`src/rtl/biu_mem_arb_pkg.sv`:
```
// biu_mem_arb_pkg: shared constants and types for the BIU memory arbiter.
//   PC_SIZE / XLEN : default address and data widths
//   arb_state_e    : arbiter FSM encoding (IDLE / HOLD / RSP)
//   ARB_OWN_*      : owner encoding used by the owner and round-robin registers
package biu_mem_arb_pkg;

    localparam int PC_SIZE = 32;
    localparam int XLEN    = 32;

    typedef enum logic [1:0] {
        ARB_IDLE = 2'd0,
        ARB_HOLD = 2'd1,
        ARB_RSP  = 2'd2
    } arb_state_e;

    localparam logic ARB_OWN_IFU = 1'b0;
    localparam logic ARB_OWN_LSU = 1'b1;

endpackage

```
`src/rtl/biu_mem_arb_if.sv`:
```
// biu_mem_arb_if: bundles the IFU, LSU and memory request/response channels.
//   master modport : the arbiter's view (drives mem_req_*, requester ready and
//                    requester response channels)
//   slave modport  : the environment's view (requesters and memory model)
// Handshake rule for every channel: a transfer happens in a cycle where both
// valid and ready are high at the rising clock edge; a source holds its payload
// stable while valid is high and ready is low.
interface biu_mem_arb_if #(
    parameter int AW = 32,
    parameter int DW = 32
);
    logic          ifu_req_valid;
    logic          ifu_req_ready;
    logic [AW-1:0] ifu_req_pc;
    logic          ifu_rsp_valid;
    logic          ifu_rsp_ready;
    logic [DW-1:0] ifu_rsp_instr;
    logic          ifu_rsp_err;

    logic            lsu_req_valid;
    logic            lsu_req_ready;
    logic [AW-1:0]   lsu_req_addr;
    logic            lsu_req_write;
    logic [DW-1:0]   lsu_req_wdata;
    logic [DW/8-1:0] lsu_req_wstrb;
    logic            lsu_rsp_valid;
    logic            lsu_rsp_ready;
    logic [DW-1:0]   lsu_rsp_rdata;
    logic            lsu_rsp_err;

    logic            mem_req_valid;
    logic            mem_req_ready;
    logic [AW-1:0]   mem_req_addr;
    logic            mem_req_write;
    logic [DW-1:0]   mem_req_wdata;
    logic [DW/8-1:0] mem_req_wstrb;
    logic            mem_rsp_valid;
    logic            mem_rsp_ready;
    logic [DW-1:0]   mem_rsp_rdata;
    logic            mem_rsp_err;

    modport master (
        input  ifu_req_valid, ifu_req_pc, ifu_rsp_ready,
        output ifu_req_ready, ifu_rsp_valid, ifu_rsp_instr, ifu_rsp_err,
        input  lsu_req_valid, lsu_req_addr, lsu_req_write, lsu_req_wdata, lsu_req_wstrb, lsu_rsp_ready,
        output lsu_req_ready, lsu_rsp_valid, lsu_rsp_rdata, lsu_rsp_err,
        output mem_req_valid, mem_req_addr, mem_req_write, mem_req_wdata, mem_req_wstrb, mem_rsp_ready,
        input  mem_req_ready, mem_rsp_valid, mem_rsp_rdata, mem_rsp_err
    );

    modport slave (
        output ifu_req_valid, ifu_req_pc, ifu_rsp_ready,
        input  ifu_req_ready, ifu_rsp_valid, ifu_rsp_instr, ifu_rsp_err,
        output lsu_req_valid, lsu_req_addr, lsu_req_write, lsu_req_wdata, lsu_req_wstrb, lsu_rsp_ready,
        input  lsu_req_ready, lsu_rsp_valid, lsu_rsp_rdata, lsu_rsp_err,
        input  mem_req_valid, mem_req_addr, mem_req_write, mem_req_wdata, mem_req_wstrb, mem_rsp_ready,
        output mem_req_ready, mem_rsp_valid, mem_rsp_rdata, mem_rsp_err
    );
endinterface

```
`src/rtl/biu_mem_arb_rr.sv`:
```
// biu_rr_arb2: combinational two-way round-robin grant.
//   last_i      : 1 when the LSU won the previous grant
//   ifu_valid_i : IFU request pending
//   lsu_valid_i : LSU request pending
//   gnt_lsu_o   : 1 selects the LSU, 0 selects the IFU
module biu_rr_arb2 (
    input  logic last_i,
    input  logic ifu_valid_i,
    input  logic lsu_valid_i,
    output logic gnt_lsu_o
);
    // Contested: the side that did not win last time gets it.
    // Uncontested (or idle): whoever is valid; defaults to IFU when neither is.
    assign gnt_lsu_o = (ifu_valid_i && lsu_valid_i) ? ~last_i : lsu_valid_i;
endmodule

```
`src/rtl/sirv_gnrl_dfflr.sv`:
```
// sirv_gnrl_dfflr: load-enabled flop with synchronous active-high reset.
//   clk, rst : clock and reset
//   lden_i   : load enable
//   dnxt_i   : next value, captured when lden_i is high
//   qout_o   : registered value (RST_VAL after reset)
module sirv_gnrl_dfflr #(
    parameter int            DW      = 32,
    parameter logic [DW-1:0] RST_VAL = '0
) (
    input  logic          clk,
    input  logic          rst,
    input  logic          lden_i,
    input  logic [DW-1:0] dnxt_i,
    output logic [DW-1:0] qout_o
);
    logic [DW-1:0] qout_q;

    always_ff @(posedge clk) begin
        if (rst) begin
            qout_q <= RST_VAL;
        end else if (lden_i) begin
            qout_q <= dnxt_i;
        end
    end

    assign qout_o = qout_q;
endmodule

```
`src/rtl/biu_mem_arb.sv`:
```
// biu_mem_arb: shares one memory port between the IFU (read-only) and the LSU.
// One transaction is outstanding at a time; the response is returned to the
// owner recorded at grant time, and completed transactions are counted.
//   clk, rst  : clock, synchronous active-high reset
//   bus       : IFU / LSU / memory channels (master modport)
//   ifu_cnt   : completed IFU transactions (wraps)
//   lsu_cnt   : completed LSU transactions (wraps)
//   dbg_state : current FSM state (arb_state_e encoding)
//   dbg_own   : current owner, dbg_last : round-robin pointer
module biu_mem_arb
    import biu_mem_arb_pkg::*;
#(
    parameter int AW = PC_SIZE,
    parameter int DW = XLEN,
    parameter int CW = 32
) (
    input  logic            clk,
    input  logic            rst,
    biu_mem_arb_if.master   bus,
    output logic [CW-1:0]   ifu_cnt,
    output logic [CW-1:0]   lsu_cnt,
    output logic [1:0]      dbg_state,
    output logic            dbg_own,
    output logic            dbg_last
);
    localparam int SW = DW / 8;

    arb_state_e    state_q, state_d;
    logic [1:0]    state_raw;
    logic          own_q, last_q;
    logic [CW-1:0] ifu_cnt_q, lsu_cnt_q;

    logic          win_lsu;
    logic          sel;
    logic          sel_valid;
    logic          req_active;
    logic          rsp_active;
    logic          req_hs;
    logic          rsp_hs;
    logic [AW-1:0] addr_sel;

    biu_rr_arb2 u_rr (
        .last_i      (last_q),
        .ifu_valid_i (bus.ifu_req_valid),
        .lsu_valid_i (bus.lsu_req_valid),
        .gnt_lsu_o   (win_lsu)
    );

    // In IDLE the fresh round-robin winner is used; once locked (HOLD/RSP)
    // only the recorded owner is seen, so a late rival cannot disturb mem_req_*.
    assign sel        = (state_q == ARB_IDLE) ? win_lsu : own_q;
    assign sel_valid  = sel ? bus.lsu_req_valid : bus.ifu_req_valid;
    assign req_active = !rst && (state_q != ARB_RSP);
    assign rsp_active = !rst && (state_q == ARB_RSP);
    assign addr_sel   = sel ? bus.lsu_req_addr : bus.ifu_req_pc;

    assign bus.mem_req_valid = req_active && sel_valid;
    assign bus.mem_req_addr  = addr_sel;
    assign bus.mem_req_write = sel && bus.lsu_req_write;
    assign bus.mem_req_wdata = sel ? bus.lsu_req_wdata : {DW{1'b0}};
    assign bus.mem_req_wstrb = sel ? bus.lsu_req_wstrb : {SW{1'b0}};

    assign bus.ifu_req_ready = req_active && !sel && bus.ifu_req_valid && bus.mem_req_ready;
    assign bus.lsu_req_ready = req_active &&  sel && bus.lsu_req_valid && bus.mem_req_ready;

    assign req_hs = bus.mem_req_valid && bus.mem_req_ready;

    // Response path: only the owner's channel sees mem_rsp_valid, and only in
    // RSP, so a stale response after reset is neither forwarded nor accepted.
    assign bus.ifu_rsp_valid = rsp_active && (own_q == ARB_OWN_IFU) && bus.mem_rsp_valid;
    assign bus.lsu_rsp_valid = rsp_active && (own_q == ARB_OWN_LSU) && bus.mem_rsp_valid;
    assign bus.mem_rsp_ready = rsp_active && (own_q ? bus.lsu_rsp_ready : bus.ifu_rsp_ready);
    assign bus.ifu_rsp_instr = bus.mem_rsp_rdata;
    assign bus.ifu_rsp_err   = bus.mem_rsp_err;
    assign bus.lsu_rsp_rdata = bus.mem_rsp_rdata;
    assign bus.lsu_rsp_err   = bus.mem_rsp_err;

    assign rsp_hs = bus.mem_rsp_valid && bus.mem_rsp_ready;

    always_comb begin
        state_d = state_q;
        case (state_q)
            ARB_IDLE: begin
                if (req_hs) begin
                    state_d = ARB_RSP;
                end else if (bus.mem_req_valid) begin
                    state_d = ARB_HOLD;
                end
            end
            ARB_HOLD: begin
                if (req_hs) begin
                    state_d = ARB_RSP;
                end else if (!sel_valid) begin
                    // Owner withdrew before acceptance: drop the grant.
                    state_d = ARB_IDLE;
                end
            end
            ARB_RSP: begin
                if (rsp_hs) begin
                    state_d = ARB_IDLE;
                end
            end
            default: state_d = ARB_IDLE;
        endcase
    end

    sirv_gnrl_dfflr #(.DW(2), .RST_VAL(ARB_IDLE)) u_state (
        .clk(clk), .rst(rst), .lden_i(1'b1), .dnxt_i(state_d), .qout_o(state_raw)
    );
    assign state_q = arb_state_e'(state_raw);

    sirv_gnrl_dfflr #(.DW(1), .RST_VAL(ARB_OWN_IFU)) u_own (
        .clk(clk), .rst(rst), .lden_i((state_q == ARB_IDLE) && bus.mem_req_valid),
        .dnxt_i(win_lsu), .qout_o(own_q)
    );

    // Reset to LSU-won so the first contested grant goes to the IFU.
    sirv_gnrl_dfflr #(.DW(1), .RST_VAL(ARB_OWN_LSU)) u_last (
        .clk(clk), .rst(rst), .lden_i(req_hs), .dnxt_i(sel), .qout_o(last_q)
    );

    sirv_gnrl_dfflr #(.DW(CW), .RST_VAL('0)) u_ifu_cnt (
        .clk(clk), .rst(rst), .lden_i(rsp_hs && (own_q == ARB_OWN_IFU)),
        .dnxt_i(ifu_cnt_q + CW'(1)), .qout_o(ifu_cnt_q)
    );

    sirv_gnrl_dfflr #(.DW(CW), .RST_VAL('0)) u_lsu_cnt (
        .clk(clk), .rst(rst), .lden_i(rsp_hs && (own_q == ARB_OWN_LSU)),
        .dnxt_i(lsu_cnt_q + CW'(1)), .qout_o(lsu_cnt_q)
    );

    assign ifu_cnt   = ifu_cnt_q;
    assign lsu_cnt   = lsu_cnt_q;
    assign dbg_state = state_raw;
    assign dbg_own   = own_q;
    assign dbg_last  = last_q;
endmodule

```
`src/flat_wrapper.sv`:
```
// flat-port wrapper written by rule: the top's interface ports become plain ports
module biu_mem_arb_flat import biu_mem_arb_pkg::*;
#(
    parameter int AW = PC_SIZE,
    parameter int DW = XLEN,
    parameter int CW = 32
)
  (clk, rst, ifu_cnt, lsu_cnt, dbg_state, dbg_own, dbg_last, bus_ifu_req_valid, bus_ifu_req_pc, bus_ifu_rsp_ready, bus_ifu_req_ready, bus_ifu_rsp_valid, bus_ifu_rsp_instr, bus_ifu_rsp_err, bus_lsu_req_valid, bus_lsu_req_addr, bus_lsu_req_write, bus_lsu_req_wdata, bus_lsu_req_wstrb, bus_lsu_rsp_ready, bus_lsu_req_ready, bus_lsu_rsp_valid, bus_lsu_rsp_rdata, bus_lsu_rsp_err, bus_mem_req_valid, bus_mem_req_addr, bus_mem_req_write, bus_mem_req_wdata, bus_mem_req_wstrb, bus_mem_rsp_ready, bus_mem_req_ready, bus_mem_rsp_valid, bus_mem_rsp_rdata, bus_mem_rsp_err);
  biu_mem_arb_if #(.AW(AW), .DW(DW)) bus_i ();
  input  logic clk;
  input  logic rst;
  output logic [CW-1:0] ifu_cnt;
  output logic [CW-1:0] lsu_cnt;
  output logic [1:0] dbg_state;
  output logic dbg_own;
  output logic dbg_last;
  input wire logic [$bits(bus_i.ifu_req_valid)-1:0] bus_ifu_req_valid;
  input wire logic [$bits(bus_i.ifu_req_pc)-1:0] bus_ifu_req_pc;
  input wire logic [$bits(bus_i.ifu_rsp_ready)-1:0] bus_ifu_rsp_ready;
  output wire logic [$bits(bus_i.ifu_req_ready)-1:0] bus_ifu_req_ready;
  output wire logic [$bits(bus_i.ifu_rsp_valid)-1:0] bus_ifu_rsp_valid;
  output wire logic [$bits(bus_i.ifu_rsp_instr)-1:0] bus_ifu_rsp_instr;
  output wire logic [$bits(bus_i.ifu_rsp_err)-1:0] bus_ifu_rsp_err;
  input wire logic [$bits(bus_i.lsu_req_valid)-1:0] bus_lsu_req_valid;
  input wire logic [$bits(bus_i.lsu_req_addr)-1:0] bus_lsu_req_addr;
  input wire logic [$bits(bus_i.lsu_req_write)-1:0] bus_lsu_req_write;
  input wire logic [$bits(bus_i.lsu_req_wdata)-1:0] bus_lsu_req_wdata;
  input wire logic [$bits(bus_i.lsu_req_wstrb)-1:0] bus_lsu_req_wstrb;
  input wire logic [$bits(bus_i.lsu_rsp_ready)-1:0] bus_lsu_rsp_ready;
  output wire logic [$bits(bus_i.lsu_req_ready)-1:0] bus_lsu_req_ready;
  output wire logic [$bits(bus_i.lsu_rsp_valid)-1:0] bus_lsu_rsp_valid;
  output wire logic [$bits(bus_i.lsu_rsp_rdata)-1:0] bus_lsu_rsp_rdata;
  output wire logic [$bits(bus_i.lsu_rsp_err)-1:0] bus_lsu_rsp_err;
  output wire logic [$bits(bus_i.mem_req_valid)-1:0] bus_mem_req_valid;
  output wire logic [$bits(bus_i.mem_req_addr)-1:0] bus_mem_req_addr;
  output wire logic [$bits(bus_i.mem_req_write)-1:0] bus_mem_req_write;
  output wire logic [$bits(bus_i.mem_req_wdata)-1:0] bus_mem_req_wdata;
  output wire logic [$bits(bus_i.mem_req_wstrb)-1:0] bus_mem_req_wstrb;
  output wire logic [$bits(bus_i.mem_rsp_ready)-1:0] bus_mem_rsp_ready;
  input wire logic [$bits(bus_i.mem_req_ready)-1:0] bus_mem_req_ready;
  input wire logic [$bits(bus_i.mem_rsp_valid)-1:0] bus_mem_rsp_valid;
  input wire logic [$bits(bus_i.mem_rsp_rdata)-1:0] bus_mem_rsp_rdata;
  input wire logic [$bits(bus_i.mem_rsp_err)-1:0] bus_mem_rsp_err;
  assign bus_i.ifu_req_valid = bus_ifu_req_valid;
  assign bus_i.ifu_req_pc = bus_ifu_req_pc;
  assign bus_i.ifu_rsp_ready = bus_ifu_rsp_ready;
  assign bus_ifu_req_ready = bus_i.ifu_req_ready;
  assign bus_ifu_rsp_valid = bus_i.ifu_rsp_valid;
  assign bus_ifu_rsp_instr = bus_i.ifu_rsp_instr;
  assign bus_ifu_rsp_err = bus_i.ifu_rsp_err;
  assign bus_i.lsu_req_valid = bus_lsu_req_valid;
  assign bus_i.lsu_req_addr = bus_lsu_req_addr;
  assign bus_i.lsu_req_write = bus_lsu_req_write;
  assign bus_i.lsu_req_wdata = bus_lsu_req_wdata;
  assign bus_i.lsu_req_wstrb = bus_lsu_req_wstrb;
  assign bus_i.lsu_rsp_ready = bus_lsu_rsp_ready;
  assign bus_lsu_req_ready = bus_i.lsu_req_ready;
  assign bus_lsu_rsp_valid = bus_i.lsu_rsp_valid;
  assign bus_lsu_rsp_rdata = bus_i.lsu_rsp_rdata;
  assign bus_lsu_rsp_err = bus_i.lsu_rsp_err;
  assign bus_mem_req_valid = bus_i.mem_req_valid;
  assign bus_mem_req_addr = bus_i.mem_req_addr;
  assign bus_mem_req_write = bus_i.mem_req_write;
  assign bus_mem_req_wdata = bus_i.mem_req_wdata;
  assign bus_mem_req_wstrb = bus_i.mem_req_wstrb;
  assign bus_mem_rsp_ready = bus_i.mem_rsp_ready;
  assign bus_i.mem_req_ready = bus_mem_req_ready;
  assign bus_i.mem_rsp_valid = bus_mem_rsp_valid;
  assign bus_i.mem_rsp_rdata = bus_mem_rsp_rdata;
  assign bus_i.mem_rsp_err = bus_mem_rsp_err;
  biu_mem_arb #(.AW(AW), .DW(DW), .CW(CW)) u_core (.clk(clk), .rst(rst), .bus(bus_i), .ifu_cnt(ifu_cnt), .lsu_cnt(lsu_cnt), .dbg_state(dbg_state), .dbg_own(dbg_own), .dbg_last(dbg_last));
endmodule
```
`config.mk`:
```
export PLATFORM = sky130hd
export DESIGN_NAME = biu_mem_arb_flat
export DESIGN_NICKNAME = d
export VERILOG_FILES = /design/src/rtl/biu_mem_arb_pkg.sv /design/src/rtl/biu_mem_arb_if.sv /design/src/rtl/biu_mem_arb_rr.sv /design/src/rtl/sirv_gnrl_dfflr.sv /design/src/rtl/biu_mem_arb.sv /design/src/flat_wrapper.sv
export SDC_FILE = /design/constraint.sdc
export NUM_CORES = 1
export LEC_CHECK = 0
export BUFFER_PORTS_ARGS = -buffer_cell sky130_fd_sc_hd__clkbuf_2
export CAP_MARGIN = 20
export CORE_AREA = 2 2 135 137
export CTS_CLUSTER_DIAMETER = 80
export DETAILED_ROUTE_END_ITERATION = 6
export DIE_AREA = 0 0 137 139
export PLACE_DENSITY = 0.67
export SLEW_MARGIN = 40
export SYNTH_ARGS = -nofsm -noshare
export SYNTH_HDL_FRONTEND = slang
export SYNTH_SLANG_ARGS = --single-unit
export TNS_END_PERCENT = 100
```
`constraint.sdc`:
```
create_clock -name clk -period 3.4 [get_ports clk]
set_input_delay 0.68 -clock clk [delete_from_list [all_inputs] [get_ports clk]]
set_output_delay 0.68 -clock clk [all_outputs]
set_load 0.05 [all_outputs]
```
-- After elaboration in Yosys (flattened, before gate mapping)
Index checks and enable logic that the tools add are counted.
- multiplexer cells: 13
- reductions and logical operators: 25
- equality and inequality tests: 6
- add/subtract/negate cells: 2
- bitwise operators: 2
- operators with widths (operator ; count):
    $add 32x1->32 const B ; 2
    $mux 32 ; 2
    $logic_and 1x1->1 ; 21
    $mux 2 ; 5
    $pmux 2 s3 ; 1
    $mux 1 ; 4
    $mux 4 ; 1
    $ne 3x1->1 const B ; 1
    $ne 3x3->1 const B ; 1
    $reduce_and 3->1 ; 1
    $eq 2x1->1 const B ; 1
    $eq 2x2->1 const B ; 1
    $logic_not 1->1 ; 2
    $logic_not 2->1 ; 1
    $ne 2x1->1 const B ; 1
    $ne 2x2->1 const B ; 1
    $not 1->1 ; 2
- output and inout bits: 209
- register bits: 68
- logic and storage cells: 53

-- Depth between registers and ports, before layout
- depth after elaboration: 8
- depth in mapped cells: 7
- gate-level depth less buffers: 5

-- By module
Synthesis repeated with hierarchy kept, for this count alone.
- cell total of the unflattened synthesis: 568
- area total of the unflattened synthesis: 4964.8 um^2
- modules (own cells, without submodules) (module ; instances ; cells an instance ; area an instance (um^2)):
    biu_mem_arb ; 1 ; 349 ; 2489.9
    sirv_gnrl_dfflr at u_core.u_ifu_cnt ... ; 2 ; 103 ; 1163.6
    sirv_gnrl_dfflr at u_core.u_state ; 1 ; 6 ; 67.6
    sirv_gnrl_dfflr at u_core.u_last ; 1 ; 3 ; 35.0
    sirv_gnrl_dfflr at u_core.u_own ; 1 ; 3 ; 33.8
    biu_rr_arb2 ; 1 ; 1 ; 11.3

-- Least setup slack after synthesis
No wires, ideal clock.
- path kind: register to output
- start point: register u_core.u_state.qout_q[0], in the netlist u_core.u_state.qout_o[0]
- end point: output port bus_mem_req_addr[10]
- cell stages (with the launch flop): 5
- buffers on the path: 1
- required time: 2.720 ns
- arrival: 2.163 ns
- setup slack: 0.557 ns
- cell sequence: dfxtp_1 > nor2_1 > mux2i_1 > clkbuf_1 > mux2_2
- longest elaborated chain between the ends: 3
- ends and longest elaborated chain (what ; line ; text):
    start: declaration ; sirv_gnrl_dfflr.sv:16 ; logic [DW-1:0] qout_q;
    start signal: assignment ; sirv_gnrl_dfflr.sv:22 ; qout_q <= dnxt_i;
    $logic_not 2->1 ; biu_mem_arb.sv:51 ; assign sel = (state_q == ARB_IDLE) ? win_lsu : own_q;
    $mux 1 ; biu_mem_arb.sv:51 ;
    $mux 32 ; biu_mem_arb.sv:55 ; assign addr_sel = sel ? bus.lsu_req_addr : bus.ifu_req_pc;
    end: declaration ; flat_wrapper.sv:35 ; output wire logic [$bits(bus_i.mem_req_addr)-1:0] bus_mem_req_addr;
No other way between the ends.

-- Worst setup path after layout
- start point: register u_core.u_state.qout_q[0], in the netlist u_core.u_state.qout_o[0]
- end point: output port bus_mem_req_addr[5]
Same word-level chain as after synthesis.

==> results.md <==
* Cell count after synthesis at 564
* Hpwl dp at 16640 um
* Fin. Hold Viols at 0
* Initial core utilization at 25.92%
* Global-route wire length before repair at 28680 um
* Worst clock skew at approximately 7 ps
* Cell Area, Synth at 0.004577 mm2
* Internal power at 1504 uW
* Die ar. at between 0.015 and 0.02 mm2
* Crit. End Element: output port
* F_max at approximately 320 MHz
* Sequential area share after synthesis at 29.74%
* Die Height at 139 um
* DRT iter0 DRCs at 224
* Post-CTS setup buffers at 0
* Hold WC Path Type: flip-flop to flip-flop
* CTS Root Cell: clkbuf_16
* Via Count at ~4800
* Dominant cells by area after synthesis: dfxtp_1 30%, buf_4 11%, mux2_2 7.9%, nor2b_1 6.0%, or4_1 5.4%
* Switch share at 37.46%
* Combinational share of power at 30.5%
* Clk pwr share at around 36%
* Total grt overflow at 0
* Crit path to: bus_mem_req_addr[5]
* Most frequent cell after synthesis: dfxtp_1
* Critical Path RT at ~2700 ps
* Beginning of the critical path: u_core.u_state.qout_o[0]
* Critical path arrival at roughly 2400 ps
* Worst skew pair latency at 330 ps
* Measured slew at the worst slew-check pin at 648.5 ps
* Post-synth EDFFs at 0
* Clock Tree Buf Depth at 2
* Largest net degree at the start of global routing at 60
* Most instantiated cells after synthesis: 68 x dfxtp_1, 66 x buf_4, 44 x nor2b_1, 42 x a21oi_1, 33 x or4_1
* Vias per cell at 4.998
* Tmin final at 3094 ps
* Clock sink total at around 70
* TritonCTS buffer count at 9
* Layout net count at between 800 and 900
* Ys async rst share at 0%
* Largest stage delay, worst path at 470 ps
* Core ar. at 0.01766 mm2
* Worst hold stages at 2
* Top-Level Pins at ~350
* Pre-CTS setup slack at 449.7 ps
* WL per Instance at 20.87 um
* Max Slew Vio Count at 0
* Power Density at ~410 mW/mm2
* Dpl cell area at 0.005604 mm2
* Crit path kind: flip-flop to output port
* TNS Setup at 0 ps
* Share of post-route cells with drive strength above 1 at 42.61%
* Post-synth top area share at between 20 and 30%
* Most used DFF post-synth: dfxtp_1
* GRT Util Overall at 20.58%
* WL final at around 20000 um
* Port-buffer cells at about 250
* RSZ-0062 raised after global routing: no
* Vias in the first global route at 4447
* Sw power at 901.0 uW
* CP max FO at 59
* Status: complete, no violations
* Post-CTS Hold Buffers at 0
* Die W at 137 um
* Final instance area at 0.005873 mm2
* CP max stage cell: mux2_2
* CP startpoint kind: flip-flop
* Mean Syn Cell Area at about 8.1 um2
* CP cell instances: nor2_1, mux2i_4, buf_12, mux2_2, clkbuf_2
* Antenna violations before repair at 0
* Clock transition at path regs at 60 ps
* Syn_nets at just over 700
* DR pass1 iterations at 5
* Gp weighted congestion at roughly 0.8
* Area leader, netlist: dfxtp_1
* CTS tree: done
* Internal reg-to-reg setup slack at 880 ps
* Antenna cells at 0
* Synth Warn # at 0
* Slew margin rel. at 56.77%
* Distinct cell type count after synthesis at 40
* Fin crit share at 90.99%
* Final Non-Filler Cells at 966
* Final setup vio count at 0
* R2R Path End: u_core.u_lsu_cnt.qout_o[28]
* CTS resizes at 0
* Worst r2r src: u_core.u_own.qout_o
* #FFs+latches synth at between 60 and 70
* Cell Rows at 49
* Maximum vdd ir drop at 0.0001741 V
* Placed cell count at 951
* H-Tree Depth at 3
* DRT antenna net count at 0
* Final WS setup at ~310 ps
* Seq pwr share at between 30 and 40%
* Layout Utilization at between 30 and 40%
* Layout overhead on the synthesized area at 28.32%
* Pleak at 0.002452 uW
* # Max-Cap Violations at 0
* Worst reg2reg path depth at 4
* DRC Markers at 0
==> metal layers <==
metal | vias up | global-route usage, % | part of all wire, %
met2 | 211 | 32.08 | 47
li1 | 2319 | - | -
met1 | 2282 | 26.74 | 42
met4 | 0 | 6.186 | 2.1
met3 | 16 | 6.981 | 8.3
met5 | - | 0 | 0
==> cells by family after synthesis <==
kind of cell / synth area share [%]
buffers and inverters: 14.84
adders and majority gates: 0.5467
muxes: 10.09
and+or+nand+nor: 29.31
xor gates and xnor gates: 2.488
DFF: 29.74
AOI/OAI and AO/OA: 12.99
==> worst max-delay path: cells and delay by family, from the launching register on <==
family,cells,cell delay [ps]
buf+inv,2,580
flops,1,380
mux,2,820
simple gates,1,300
==> layout by cell type, fill, tap and decap left out, drive strengths merged, types with 6 or more instances in the layout <==
cell type    n
clkbuf     260
dfxtp       68
nor2b       44
a21oi       42
mux2        38
or4         34
nand2       29
nor2        27
o31ai       26
nand4       23
nand3       21
o21ai       14
or3         14
inv         13
nor4        10
buf         10
xnor2        8
and3         6
==> stage by stage <==
step / total power, uW / hold WS, ps
floorplan: 1519 / 682.7
global placement: 1568 / 480.6
detailed placement: 1570 / 483.2
CTS: 2432 / 495.9
global route: 2497 / 504.7
finish: 2405 / 485.1
==> power by group through the flow <==
stage	sequential, uW	combinational (uW)	clock, uW
6_report	814	734	858
5_1_grt	815	764	917
4_1_cts	814	741	877
3_5_place_dp	831	739	0
3_3_place_gp	832	737	0
2_1_floorplan	842	677	0
==> state kept, by name (all words and copies together), names as in the netlist <==
| signal | cells |
|---|---|
| u_core.u_own.qout_o | 1 |
| u_core.u_lsu_cnt.qout_o | 32 |
| u_core.u_ifu_cnt.qout_o | 32 |
| u_core.u_last.qout_o | 1 |
| u_core.u_state.qout_o | 2 |
==> cell type report <==
class                      instances  area, um2
sequential                        68       1361
timing repair buffer             259       1359
inverter                          13      48.80
fill                            1896      11780
clock inverter                     4      26.28
clock buffer                      11      242.7
tap                              229      286.5
multi-input combinational        382       2549
==> worst min path at each step <==
| stage | endpoint | slack [ps] | start |
|---|---|---|---|
| 6_report | u_core.u_ifu_cnt.qout_o[31] | 490 | u_core.u_ifu_cnt.qout_o[31] |
| 5_1_grt | u_core.u_ifu_cnt.qout_o[31] | 500 | u_core.u_ifu_cnt.qout_o[31] |
| 4_1_cts | u_core.u_ifu_cnt.qout_o[31] | 500 | u_core.u_ifu_cnt.qout_o[31] |
| 3_5_place_dp | u_core.u_ifu_cnt.qout_o[31] | 480 | u_core.u_ifu_cnt.qout_o[31] |
| 3_3_place_gp | u_core.u_ifu_cnt.qout_o[31] | 480 | u_core.u_ifu_cnt.qout_o[31] |
| 2_1_floorplan | u_core.u_ifu_cnt.qout_o[31] | 680 | u_core.u_ifu_cnt.qout_o[31] |
No activity file was read; power rests on OpenSTA's default activity.
